[config.mk]
export PLATFORM = sky130hd
export DESIGN_NAME = dm_arbiter
export DESIGN_NICKNAME = d
export VERILOG_FILES = /design/src/rtl/dm_arbiter_pkg.sv /design/src/rtl/dm_arb_pick.sv /design/src/rtl/dm_arbiter.sv
export SDC_FILE = /design/constraint.sdc
export NUM_CORES = 1
export LEC_CHECK = 0
export ABC_CLOCK_PERIOD_IN_PS = 3800
export BUFFER_PORTS_ARGS = -buffer_cell sky130_fd_sc_hd__buf_2
export CAP_MARGIN = 5
export CORE_MARGIN = 2
export CORE_UTILIZATION = 52
export CTS_CLUSTER_DIAMETER = 50
export DETAILED_ROUTE_END_ITERATION = 10
export GPL_TIMING_DRIVEN = 1
export PLACE_DENSITY_LB_ADDON = 0.1
export SLEW_MARGIN = 25
export SYNTH_ARGS = -nofsm -noshare
export SYNTH_HDL_FRONTEND = slang
export SYNTH_SLANG_ARGS = --single-unit
[constraint.sdc]
create_clock -name clk -period 3.8 [get_ports clk]
set_clock_uncertainty 0.15 [all_clocks]
set_input_delay 0.76 -clock clk [delete_from_list [all_inputs] [get_ports clk]]
set_output_delay 0.76 -clock clk [all_outputs]
set_load 0.005 [all_outputs]
[src/rtl/dm_arbiter_pkg.sv]
// Shared definitions for the DM arbiter: DM command codes, arbiter FSM state
// codes and the access-alignment predicate.
package dm_arbiter_pkg;

  localparam logic [1:0] DMWR_NOP = 2'd0;
  localparam logic [1:0] DMWR_SB  = 2'd1;
  localparam logic [1:0] DMWR_SH  = 2'd2;
  localparam logic [1:0] DMWR_SW  = 2'd3;

  localparam logic [2:0] DMRE_NOP = 3'd0;
  localparam logic [2:0] DMRE_LB  = 3'd1;
  localparam logic [2:0] DMRE_LBU = 3'd2;
  localparam logic [2:0] DMRE_LH  = 3'd3;
  localparam logic [2:0] DMRE_LHU = 3'd4;
  localparam logic [2:0] DMRE_LW  = 3'd5;

  typedef enum logic [1:0] {
    DMARB_IDLE  = 2'd0,
    DMARB_ACC0  = 2'd1,
    DMARB_ACC1  = 2'd2,
    DMARB_BURST = 2'd3
  } dmarb_state_e;

  function automatic logic is_misaligned(input logic [1:0] wr, input logic [2:0] re,
                                         input logic [1:0] a);
    logic word_s;
    logic half_s;
    word_s = (wr == DMWR_SW) || (re == DMRE_LW);
    half_s = (wr == DMWR_SH) || (re == DMRE_LH) || (re == DMRE_LHU);
    return (word_s && (a != 2'd0)) || (half_s && a[0]);
  endfunction

endpackage

[src/rtl/dm_arb_pick.sv]
// Combinational two-port grant selector: fixed port-0 priority or
// round-robin on ties, steered by the port served last.
module dm_arb_pick #(
  parameter int P0_PRIO = 1
) (
  input  logic [1:0] req,
  input  logic       last,
  output logic       valid,
  output logic       gnt
);

  // Grant decode; on a round-robin tie the port not served last wins.
  always_comb begin
    valid = req[0] | req[1];
    gnt   = 1'b0;
    case (req)
      2'b01:   gnt = 1'b0;
      2'b10:   gnt = 1'b1;
      2'b11:   gnt = (P0_PRIO != 0) ? 1'b0 : ~last;
      default: gnt = 1'b0;
    endcase
  end

endmodule

[src/rtl/dm_arbiter.sv]
// Two-port arbiter/sequencer in front of the byte-addressed data memory.
// Optional build macro: DM_ARB_ALIGN_CHK_EN (reject misaligned winners, pulse err).
module dm_arbiter
  import dm_arbiter_pkg::*;
#(
  parameter int BURST_MAX = 4,
  parameter int P0_PRIO   = 1
) (
  input  logic        clk,
  input  logic        rstn,
  input  logic        p0_req,
  input  logic [1:0]  p0_we,
  input  logic [2:0]  p0_re,
  input  logic [9:0]  p0_addr,
  input  logic [31:0] p0_wdata,
  output logic        p0_ack,
  output logic [31:0] p0_rdata,
  input  logic        p1_req,
  input  logic [1:0]  p1_we,
  input  logic [2:0]  p1_re,
  input  logic [9:0]  p1_addr,
  input  logic [31:0] p1_wdata,
  input  logic [1:0]  p1_len,
  output logic        p1_ack,
  output logic [31:0] p1_rdata,
  output logic [1:0]  dm_wr,
  output logic [2:0]  dm_re,
  output logic [9:0]  dm_addr,
  output logic [31:0] dm_din,
  input  logic [31:0] dm_dout,
  output logic        err
);

  dmarb_state_e state_r, state_s;
  logic         last_r, first_r, rej_r, err_r;
  logic [1:0]   cnt_r, len_s;
  logic [31:0]  din_r, rd_s;
  logic         valid_s, gnt_s, rej_s;
  logic [1:0]   cmd_wr_s;
  logic [2:0]   cmd_re_s;
  logic [9:0]   cmd_addr_s;
  logic [31:0]  cmd_wdata_s;

  dm_arb_pick #(.P0_PRIO(P0_PRIO)) u_pick (
    .req   ({p1_req, p0_req}),
    .last  (last_r),
    .valid (valid_s),
    .gnt   (gnt_s)
  );

  // Burst beats after the first take store data straight from the requester,
  // who updates it in the cycle each ack is visible, ahead of the negedge write.
  assign dm_din = ((state_r == DMARB_BURST) && !first_r) ? p1_wdata : din_r;
  assign err    = err_r;

  // Winner's command, burst promotion to word codes, and alignment verdict.
  always_comb begin
    cmd_wr_s    = DMWR_NOP;
    cmd_re_s    = DMRE_NOP;
    cmd_addr_s  = 10'd0;
    cmd_wdata_s = 32'd0;
    rej_s       = 1'b0;
    len_s       = 2'(int'(p1_len) % BURST_MAX);
    if (gnt_s) begin
      cmd_addr_s  = p1_addr;
      cmd_wdata_s = p1_wdata;
      if (len_s != 2'd0) begin
        cmd_wr_s = (p1_we != DMWR_NOP) ? DMWR_SW : DMWR_NOP;
        cmd_re_s = (p1_re != DMRE_NOP) ? DMRE_LW : DMRE_NOP;
      end else begin
        cmd_wr_s = p1_we;
        cmd_re_s = p1_re;
      end
    end else begin
      cmd_wr_s    = p0_we;
      cmd_re_s    = p0_re;
      cmd_addr_s  = p0_addr;
      cmd_wdata_s = p0_wdata;
    end
`ifdef DM_ARB_ALIGN_CHK_EN
    rej_s = is_misaligned(cmd_wr_s, cmd_re_s, cmd_addr_s[1:0]);
`else
    rej_s = 1'b0;
`endif
  end

  // Next-state logic; a rejected winner still takes a single ack slot.
  always_comb begin
    state_s = state_r;
    rd_s    = (dm_re == DMRE_NOP) ? 32'd0 : dm_dout;
    case (state_r)
      DMARB_IDLE: begin
        if (!valid_s)                               state_s = DMARB_IDLE;
        else if (!gnt_s)                            state_s = DMARB_ACC0;
        else if ((len_s == 2'd0) || rej_s)          state_s = DMARB_ACC1;
        else                                        state_s = DMARB_BURST;
      end
      DMARB_ACC0:  state_s = DMARB_IDLE;
      DMARB_ACC1:  state_s = DMARB_IDLE;
      DMARB_BURST: state_s = (cnt_r == 2'd0) ? DMARB_IDLE : DMARB_BURST;
      default:     state_s = DMARB_IDLE;
    endcase
  end

  // State register.
  always_ff @(posedge clk or negedge rstn) begin
    if (!rstn) state_r <= DMARB_IDLE;
    else       state_r <= state_s;
  end

  // Command registers, beat counter, acks and captured read data.
  always_ff @(posedge clk or negedge rstn) begin
    if (!rstn) begin
      dm_wr    <= DMWR_NOP;
      dm_re    <= DMRE_NOP;
      dm_addr  <= 10'd0;
      din_r    <= 32'd0;
      p0_ack   <= 1'b0;
      p1_ack   <= 1'b0;
      p0_rdata <= 32'd0;
      p1_rdata <= 32'd0;
      err_r    <= 1'b0;
      last_r   <= 1'b0;
      first_r  <= 1'b0;
      rej_r    <= 1'b0;
      cnt_r    <= 2'd0;
    end else begin
      p0_ack <= 1'b0;
      p1_ack <= 1'b0;
      err_r  <= 1'b0;
      case (state_r)
        DMARB_IDLE: begin
          if (valid_s) begin
            last_r  <= gnt_s;
            cnt_r   <= len_s;
            first_r <= 1'b1;
            rej_r   <= rej_s;
            dm_wr   <= rej_s ? DMWR_NOP : cmd_wr_s;
            dm_re   <= rej_s ? DMRE_NOP : cmd_re_s;
            if (!rej_s) begin
              dm_addr <= cmd_addr_s;
              din_r   <= cmd_wdata_s;
            end else begin
              dm_addr <= dm_addr;
              din_r   <= din_r;
            end
          end else begin
            dm_wr <= DMWR_NOP;
            dm_re <= DMRE_NOP;
          end
        end
        DMARB_ACC0: begin
          p0_ack   <= 1'b1;
          p0_rdata <= rd_s;
          err_r    <= rej_r;
          dm_wr    <= DMWR_NOP;
          dm_re    <= DMRE_NOP;
        end
        DMARB_ACC1: begin
          p1_ack   <= 1'b1;
          p1_rdata <= rd_s;
          err_r    <= rej_r;
          dm_wr    <= DMWR_NOP;
          dm_re    <= DMRE_NOP;
        end
        DMARB_BURST: begin
          p1_ack   <= 1'b1;
          p1_rdata <= rd_s;
          first_r  <= 1'b0;
          if (cnt_r == 2'd0) begin
            dm_wr <= DMWR_NOP;
            dm_re <= DMRE_NOP;
          end else begin
            cnt_r   <= cnt_r - 2'd1;
            dm_addr <= dm_addr + 10'd4;
          end
        end
        default: begin
          dm_wr <= DMWR_NOP;
          dm_re <= DMRE_NOP;
        end
      endcase
    end
  end

endmodule
==> impl_metrics.ini, run 1 <==
[grt]
grt_start_max_net_pins = 66
grt_overflow = 0
grt_first_pass_wirelength_um = 23700
antenna_found_initial = 0
grt_pass1_vias = 5042
grt.total_usage_pct = 25.7

[logic_synthesis]
synth_edf_count = 0
ys_seq_area_share_pct = 51.1
synth_cells = 607
syn_avg_cell_area_um2 = 9.53
synth_top_area_share_pct = 51.1
synth_area_um2 = 5780
yosysUniqueCellTypes = 43
synthTopCellsByArea = dfrtp_1 (51%), o21ai_0 (9.1%), nand2_1 (7.6%)
synth-async-reset-ratio_pct = 100
synth_flop_cell = dfrtp_1
synth_seq_cells = 118
syn-num-nets = 746
yosys_warnings = 0
post-synth-top-area-cell = dfrtp_1

[clock_network]
hold_buffers = 0
cts_buffers = 17
clockRootBuffer = clkbuf_8
cts_max_path_buffers = 2
ctsResizeCount = 0
post_cts_buffers = 0
cts_tree = yes
path_clk_slew_ns = 0.06
cts_max_level = 4
clkLatencyLatePin_ns = 0.52
clock_sinks = 118

[power_and_ir_drop]
total_power_mw = 6.21
peakVddDrop_mv = 0.396
power_leakage_nw = 3.94
power_density_nw_per_um2 = 800

[flow_run]
drv_cap = 0

[detailed_routing]
drtIter0Drc = 327
vias_per_cell = 5.31
drtAntennaViolNets = 0
vias = 5239
wl_um = 15300
dr.pass1.iters = 7
routedWlPerCell_um = 15.6
drcViolationCount = 0

[sta]
clock.fmax_mhz = 325
period_share_pct = 80.9
tns_ns = 0
slew_violations = 0
rsz0062_at_grt = no
worst_slack_ns = 0.727
slew_headroom_pct = 48.5
worst_pin_slew_ns = 0.772
hold_viol_final = 0
fin_crit_ns = 3.07
finalSetupViolCount = 0

[die]
std_cell_rows = 38
die_y_um = 109
die-area_um2 = 12000
ioPinCount = 246
coreArea_um2 = 10800
die_x_um = 109
start_util_pct = 53.3

[layout]
drive_above_1_share_pct = 39.0
fin_nets = 972
synthToLayoutAreaGrowth_pct = 34.2
antenna_cells = 0
fillers = 836
final_area_um2 = 7760

[worst_setup_path]
critPathKind = reg2out
end_kind = primary output
arrival_ns = 2.16
startpoint = state_r[0]$_DFF_PN0_
worstReg2RegStart = state_r[0]$_DFF_PN0_
reg2reg_to = p1_rdata[11]$_DFFE_PN0P_
r2r_setup_slack_ns = 1.46
crit_fanout = 32
start_kind = flop
reg2regPathDepth = 6
cp.required_ns = 2.89

[status]
status = complete, no violations

[place]
port_buffers = 244
dpl_worst_slack_ns = 1.11
placed_area_um2 = 7070
place_hpwl_um = 11000
place.gp.congestion = 0.791

[hold_path]
hold_path.class = in2async
registers in the layout, indices dropped and copies added, names as in the netlist:
| register | flops |
|---|---|
| first_r | 1 |
| p1_ack | 1 |
| p1_rdata | 32 |
| cnt_r | 2 |
| dm_re | 3 |
| p0_ack | 1 |
| dm_addr | 10 |
| din_r | 32 |
| state_r | 2 |
| p0_rdata | 32 |
| dm_wr | 2 |
power breakdown:
group | total [mW] | internal, mW | switching, mW | leakage, nW
Sequential | 2.07 | 1.77 | 0.297 | 1.50
Combinational | 2.28 | 0.997 | 1.29 | 2.11
Clock | 1.86 | 1.28 | 0.577 | 0.326
Total | 6.21 | 4.05 | 2.16 | 3.94
worst max-delay path by stage:
stage / to / slack, ns / depth (start not counted)
2_1_floorplan: dm_din[10] / 1.35 / 6
3_3_place_gp: dm_addr[7]$_DFFE_PN0P_ / 1.27 / 5
3_5_place_dp: din_r[22]$_DFFE_PN0P_ / 1.11 / 5
4_1_cts: dm_din[12] / 0.73 / 5
5_1_grt: dm_din[22] / 0.62 / 5
6_report: dm_din[14] / 0.73 / 5
layer usage:
layer	global-route usage (%)	vias up	wire [um]
met4	12.3	0	437
met5	0	-	0
met1	30.9	2473	5970
met2	42.3	205	7730
met3	7.59	37	1200
li1	-	2524	-
cell type report:
cell class                 instances  area [um2]  share of cell area, %
clock inverter                    12         248                   3.19
clock buffer                      20         435                   5.61
timing repair buffer             251        1290                   16.6
sequential                       118        2950                   38.0
multi-input combinational        407        2520                   32.5
tap                              140         175                   2.26
inverter                          38         143                   1.84
layout by cell type, fill, tap and decap left out, types with 2 or more instances in the layout:
master      synthesis  layout
nor2_1             15      14
inv_1              38      38
nor4_1              2       2
o21ai_0           105     105
o41ai_1             3       3
a21o_1              2       2
a2111oi_2           3       3
clkbuf_1           21       2
clkbuf_16           0      16
nand2_1           117     117
nand3b_1            2       2
clkbuf_8            0       2
mux2_2             37      37
nor3_1              6       6
dfrtp_1           118     118
ha_1                7       6
and2_1              4       4
clkinvlp_4          0       2
buf_2              12     243
nand4b_1            3       3
bufinv_16           0       7
nand2b_1            2       2
a211oi_1            3       3
buf_4               4       7
a21oi_1             5       5
nand3_1            35      35
mux2i_1            37      37
critical path: stages, from the launching register on:
cell and delay [ns]:
dfrtp_1 0.42, ha_1 0.23, nand2b_1 0.07, buf_4 0.37, mux2_2 0.40, buf_2 0.13
cells in the mapped netlist (all sizes together), types with 3 or more instances:
| library cell | number |
|---|---|
| a21oi | 6 |
| ha | 7 |
| and2 | 4 |
| dfrtp | 118 |
| nand4b | 3 |
| nand2 | 117 |
| a2111oi | 4 |
| inv | 38 |
| nor2 | 15 |
| o41ai | 3 |
| nand3 | 35 |
| a211oi | 3 |
| nor3 | 6 |
| clkbuf | 21 |
| o21ai | 106 |
| mux2 | 38 |
| mux2i | 37 |
| buf | 23 |
through the flow:
| stage | util (%) | hold slack (ns) | instances |
|---|---|---|---|
| floorplan | - | 0.291 | 607 |
| global placement | 65.2 | 0.302 | 954 |
| detailed placement | 65.2 | 0.309 | 954 |
| CTS | 71.5 | 0.178 | 986 |
| global route | 71.6 | 0.206 | 986 |
| finish | 71.6 | 0.158 | 986 |
kinds of logic (layout without fill, tap and decap cells):
| logic type | count (synthesis) | count (layout) | synth area share, % |
|---|---|---|---|
| simple gates | 195 | 195 | 14.8 |
| other cells | 1 | 1 | 0.0648 |
| compound gates | 129 | 129 | 12.6 |
| mux | 75 | 75 | 13.8 |
| flops | 118 | 118 | 51.1 |
| buf+inv | 82 | 321 | 6.10 |
| fa+ha+maj | 7 | 7 | 1.51 |
Note: power is estimated with default switching activity, not from simulation.
==> inputs of run 2 (changes only) <==
Settings changed: ABC_CLOCK_PERIOD_IN_PS 3800 to 3180, CORE_UTILIZATION 52 to 48.
Clock period 3.8 ns to 3.18 ns, I/O delays scaled along.
==> run 2 against run 1 <==
Worst hold slack worse by 0.044 ns. First-iteration DRC count is 19% lower. Critical endpoint is now dm_din[18]. Cell area is 0.27% lower. Total power is 16% higher. Via count is 2.0% lower. Worst setup slack worse by 0.35 ns. Global-route usage is 2.7 points lower. Flip-flop and latch count stayed put. Wire length is 3.5% lower. Combinational power is 18% higher.
==> impl_metrics.ini, run 2 (same netlist as run 1, synthesis figures left out) <==
[status]
status = complete, no violations

[detailed_routing]
drtAntennaViolNets = 0
drtIter0Drc = 266
dr.pass1.iters = 4
vias_per_cell = 5.18
vias = 5134
drcViolationCount = 0
wl_um = 14800
routedWlPerCell_um = 14.9

[place]
placed_area_um2 = 7100
place.gp.congestion = 0.793
dpl.cell_count = 961
port_buffers = 244
place_hpwl_um = 10700

[layout]
synthToLayoutAreaGrowth_pct = 33.9
instances_no_fill = 992
top_regs = din_r: 32 flops, p0_rdata: 32 flops, p1_rdata: 32 flops
final_cell_mix = buf_2 (243), dfrtp_1 (118), nand2_1 (117)
final_area_um2 = 7740
antenna_cells = 0
fin_nets = 972
drive_above_1_share_pct = 39.1
utilization_pct = 65.3
layout_commonest_cell = buf_2

[clock_network]
cts_max_path_buffers = 2
post_cts_buffers = 0
clkLatencyLatePin_ns = 0.40
hold_buffers = 0
clockRootBuffer = clkbuf_16
cts_buffers = 17
cts_tree = yes
clock_sinks = 118
cts_max_level = 4
ctsResizeCount = 0
path_clk_slew_ns = 0.05

[die]
ioPinCount = 246
std_cell_rows = 40
die_y_um = 114
die_x_um = 114
coreArea_um2 = 11900
start_util_pct = 48.8
die-area_um2 = 12900

[flow_run]
drv_cap = 0

[worst_setup_path]
cpPeakStageDelay_ns = 0.42
slowest_stage = dfrtp_1
end_kind = primary output
crit_fanout = 32
start_kind = flop
path_cells = ha_1 > nand2b_1 > buf_4 > mux2_2 > buf_2
startpoint = state_r[0]$_DFF_PN0_
arrival_ns = 2.02
crit_family = buffers and inverters
critPathKind = reg2out
cp.required_ns = 2.39
worstReg2RegStart = state_r[0]$_DFF_PN0_
cp_num_buf_inv = 2

[power_and_ir_drop]
power_density_nw_per_um2 = 928
peakVddDrop_mv = 0.415
power_leakage_nw = 3.93

[sta]
slew_violations = 0
finalSetupViolCount = 0
rsz0062_at_grt = no
slew_headroom_pct = 46.3
tns_ns = 0
hold_viol_final = 0
clock.fmax_mhz = 357
period_share_pct = 88.1
worst_pin_slew_ns = 0.804
fin_crit_ns = 2.80

[hold_path]
hold_path.class = in2async

[grt]
grt_pass1_vias = 5016
grt.total_usage_pct = 22.9
grt_overflow = 0
grt_start_max_net_pins = 70
grt_first_pass_wirelength_um = 23600
antenna_found_initial = 1
## run 2: cell types whose count changed in the layout (fill, tap and decap cells not counted), sizes merged
cell      previous run  this run
clkbuf              20        24
clkinvlp             2         1
clkinv               2         3
inv                 39        38
bufinv               7         3
## run 2: stage by stage
| step | worst slack (ns) | hold WS (ns) | power (mW) |
|---|---|---|---|
| detailed placement | 0.808 | 0.316 | 5.21 |
| finish | 0.379 | 0.114 | 7.18 |
| CTS | 0.367 | 0.125 | 7.24 |
| global placement | 0.892 | 0.308 | 5.10 |
| floorplan | 0.850 | 0.190 | 4.10 |
| global route | 0.268 | 0.153 | 7.73 |
## run 2: area by class of cell
cell class	instances	area, um2
repair buffers	251	1310
fillers	1015	4120
flip-flops and latches	118	2950
clock inverters	7	116
multi-input cells	407	2520
well taps	147	184
inverters	38	143
clock buffers	24	512
## run 2: path summary, 6_finish.rpt
path	end	slack, ns	depth (start not counted)
setup reg to reg	dm_re[2]$_DFFE_PN0N_	1.05	4
hold / removal	p0_rdata[25]$_DFFE_PN0P_	0.11	1
hold reg to reg	p1_rdata[24]$_DFFE_PN0P_	0.32	2
max in group asynchronous	din_r[6]$_DFFE_PN0P_	1.96	2
min in group clk	p1_rdata[24]$_DFFE_PN0P_	0.32	2
setup / recovery	dm_din[18]	0.38	5
## run 2: worst reg2reg max path, delay by kind of cell, from the launching register on
| kind | cells | cell delay, ns |
|---|---|---|
| buffers and inverters | 1 | 0.32 |
| adder cells (fa/ha/maj) | 1 | 0.19 |
| flip-flops | 1 | 0.41 |
| AO/OA/AOI/OAI | 1 | 0.20 |
| AND/OR/NAND/NOR | 1 | 0.71 |
## run 2: routing by layer
layer | GRT usage (%) | vias up | share of wire, %
met5 | 0 | - | 0
met4 | 8.46 | 0 | 1.9
met3 | 6.80 | 28 | 6.8
met2 | 38.7 | 199 | 50
met1 | 28.0 | 2398 | 41
li1 | - | 2509 | -
## run 2: power breakdown
part | switching, mW | total, mW | leakage [nW] | internal (mW)
logic | 1.48 | 2.68 | 2.12 | 1.20
clock network | 0.650 | 2.00 | 0.308 | 1.35
registers | 0.379 | 2.50 | 1.50 | 2.12
==> inputs of run 3 (changes only) <==
Settings changed: CORE_UTILIZATION 48 to 45.
==> run 3 against run 2 <==
First-iteration DRC count fell by 1.9%. Sequential power about the same. Maximum frequency decreased by 0.28%. Total power grew 1.4%. Combinational power about the same. Non-clock buffer count increased by 3. Flip-flop and latch count is the same. Largest cell class unchanged. Largest power group unchanged. Highest routed layer unchanged.
==> impl_metrics.ini, run 3 (same netlist as run 1, synthesis figures left out) <==
[status]
status = complete, no violations

[worst_setup_path]
path_cells = ha_1 > nand2b_1 > buf_4 > mux2_2 > buf_2
arrival_ns = 2.02
critPathKind = reg2out
reg2regPathDepth = 6
crit_family = buffers and inverters
crit_fanout = 32
cp.required_ns = 2.39
cp_num_buf_inv = 2
start_kind = flop
slowest_stage = dfrtp_1
cp.depth = 5
end_kind = primary output
cpPeakStageDelay_ns = 0.40

[grt]
antenna_found_initial = 0
grt.total_usage_pct = 22.0
grt_start_max_net_pins = 66
grt_overflow = 0
grt_pass1_vias = 4864
grt_first_pass_wirelength_um = 24300

[clock_network]
clock_sinks = 118
post_cts_buffers = 0
clkLatencyLatePin_ns = 0.40
cts_max_level = 4
clockRootBuffer = clkbuf_16
cts_tree = yes
cts_max_path_buffers = 2
hold_buffers = 0
path_clk_slew_ns = 0.05
ctsResizeCount = 0
cts_buffers = 17

[layout]
top_regs = din_r: 32 flops, p0_rdata: 32 flops, p1_rdata: 32 flops
final_area_um2 = 7800
antenna_cells = 0
multi_input_area_um2 = 2510
seq_area_um2 = 2950
final_cell_mix = buf_2 (243), dfrtp_1 (118), nand2_1 (117)
fillers = 1097
drive_above_1_share_pct = 38.9
layout_commonest_cell = buf_2
fin_nets = 975
synthToLayoutAreaGrowth_pct = 34.9

[sta]
slew_violations = 0
period_share_pct = 88.3
tns_ns = 0
rsz0062_at_grt = no
hold_viol_final = 0
clock.fmax_mhz = 356
finalSetupViolCount = 0
worst_pin_slew_ns = 0.762
fin_crit_ns = 2.81
slew_headroom_pct = 49.1

[place]
place.gp.congestion = 0.855
placed_area_um2 = 7140
port_buffers = 244
place_hpwl_um = 11000

[detailed_routing]
drtAntennaViolNets = 0
vias_per_cell = 5.05
drcViolationCount = 0
dr.pass1.iters = 4
wl_um = 15000
routedWlPerCell_um = 14.7
drtIter0Drc = 261
vias = 5148

[die]
die-area_um2 = 13800
start_util_pct = 46.0
die_y_um = 117
std_cell_rows = 41
die_x_um = 117
coreArea_um2 = 12600
ioPinCount = 246

[power_and_ir_drop]
total_power_mw = 7.28
power_density_nw_per_um2 = 933
peakVddDrop_mv = 0.349
power_leakage_nw = 3.95

[flow_run]
drv_cap = 0

[hold_path]
hold_path.class = in2async
[run 3: worst paths after layout]
| path | startpoint | to | slack [ns] |
|---|---|---|---|
| hold / removal | rstn | p0_rdata[22]$_DFFE_PN0P_ | 0.07 |
| setup / recovery | state_r[0]$_DFF_PN0_ | dm_din[10] | 0.37 |
| min in group clk | p1_rdata[4]$_DFFE_PN0P_ | p1_rdata[4]$_DFFE_PN0P_ | 0.32 |
| setup reg to reg | state_r[0]$_DFF_PN0_ | dm_addr[1]$_DFFE_PN0P_ | 1.03 |
| hold reg to reg | p1_rdata[4]$_DFFE_PN0P_ | p1_rdata[4]$_DFFE_PN0P_ | 0.32 |
| max in group asynchronous | rstn | p1_rdata[9]$_DFFE_PN0P_ | 1.99 |
[run 3: area by class of cell]
type | instances | share of cell area [%]
well taps | 172 | 2.76
inverters | 38 | 1.83
flip-flops and latches | 118 | 37.9
repair buffers | 254 | 17.0
multi-input cells | 407 | 32.2
clock buffers | 22 | 5.82
clock inverters | 9 | 2.55
[run 3: stage by stage]
step | hold WS (ns) | worst slack, ns | std cells | utilization [%]
final | 0.0727 | 0.371 | 1020 | 62.1
after floorplan | 0.190 | 0.850 | 607 | -
after detailed placement | 0.315 | 0.771 | 989 | 56.8
after global routing | 0.103 | 0.277 | 1020 | 62.1
after global placement | 0.309 | 0.884 | 989 | 56.8
after CTS | 0.0821 | 0.329 | 1020 | 62.0
[run 3: metal layers]
layer	track usage, %	routed length (um)
met1	27.0	6170
met2	37.1	7440
met3	6.32	1080
met4	7.76	257
met5	0	0
[run 3: power by group]
group	total [mW]	internal [mW]	switching, mW
combinational	2.66	1.18	1.48
clock	2.12	1.48	0.636
sequential	2.50	2.12	0.375
[run 3: worst register-to-register path: stages (launching register included)]
cell and delay (ns):
dfrtp_1 0.38, inv_1 0.09, ha_1 0.26, nor3b_2 0.18
or2_4 0.31, nor2_1 0.29, mux2_2 0.38
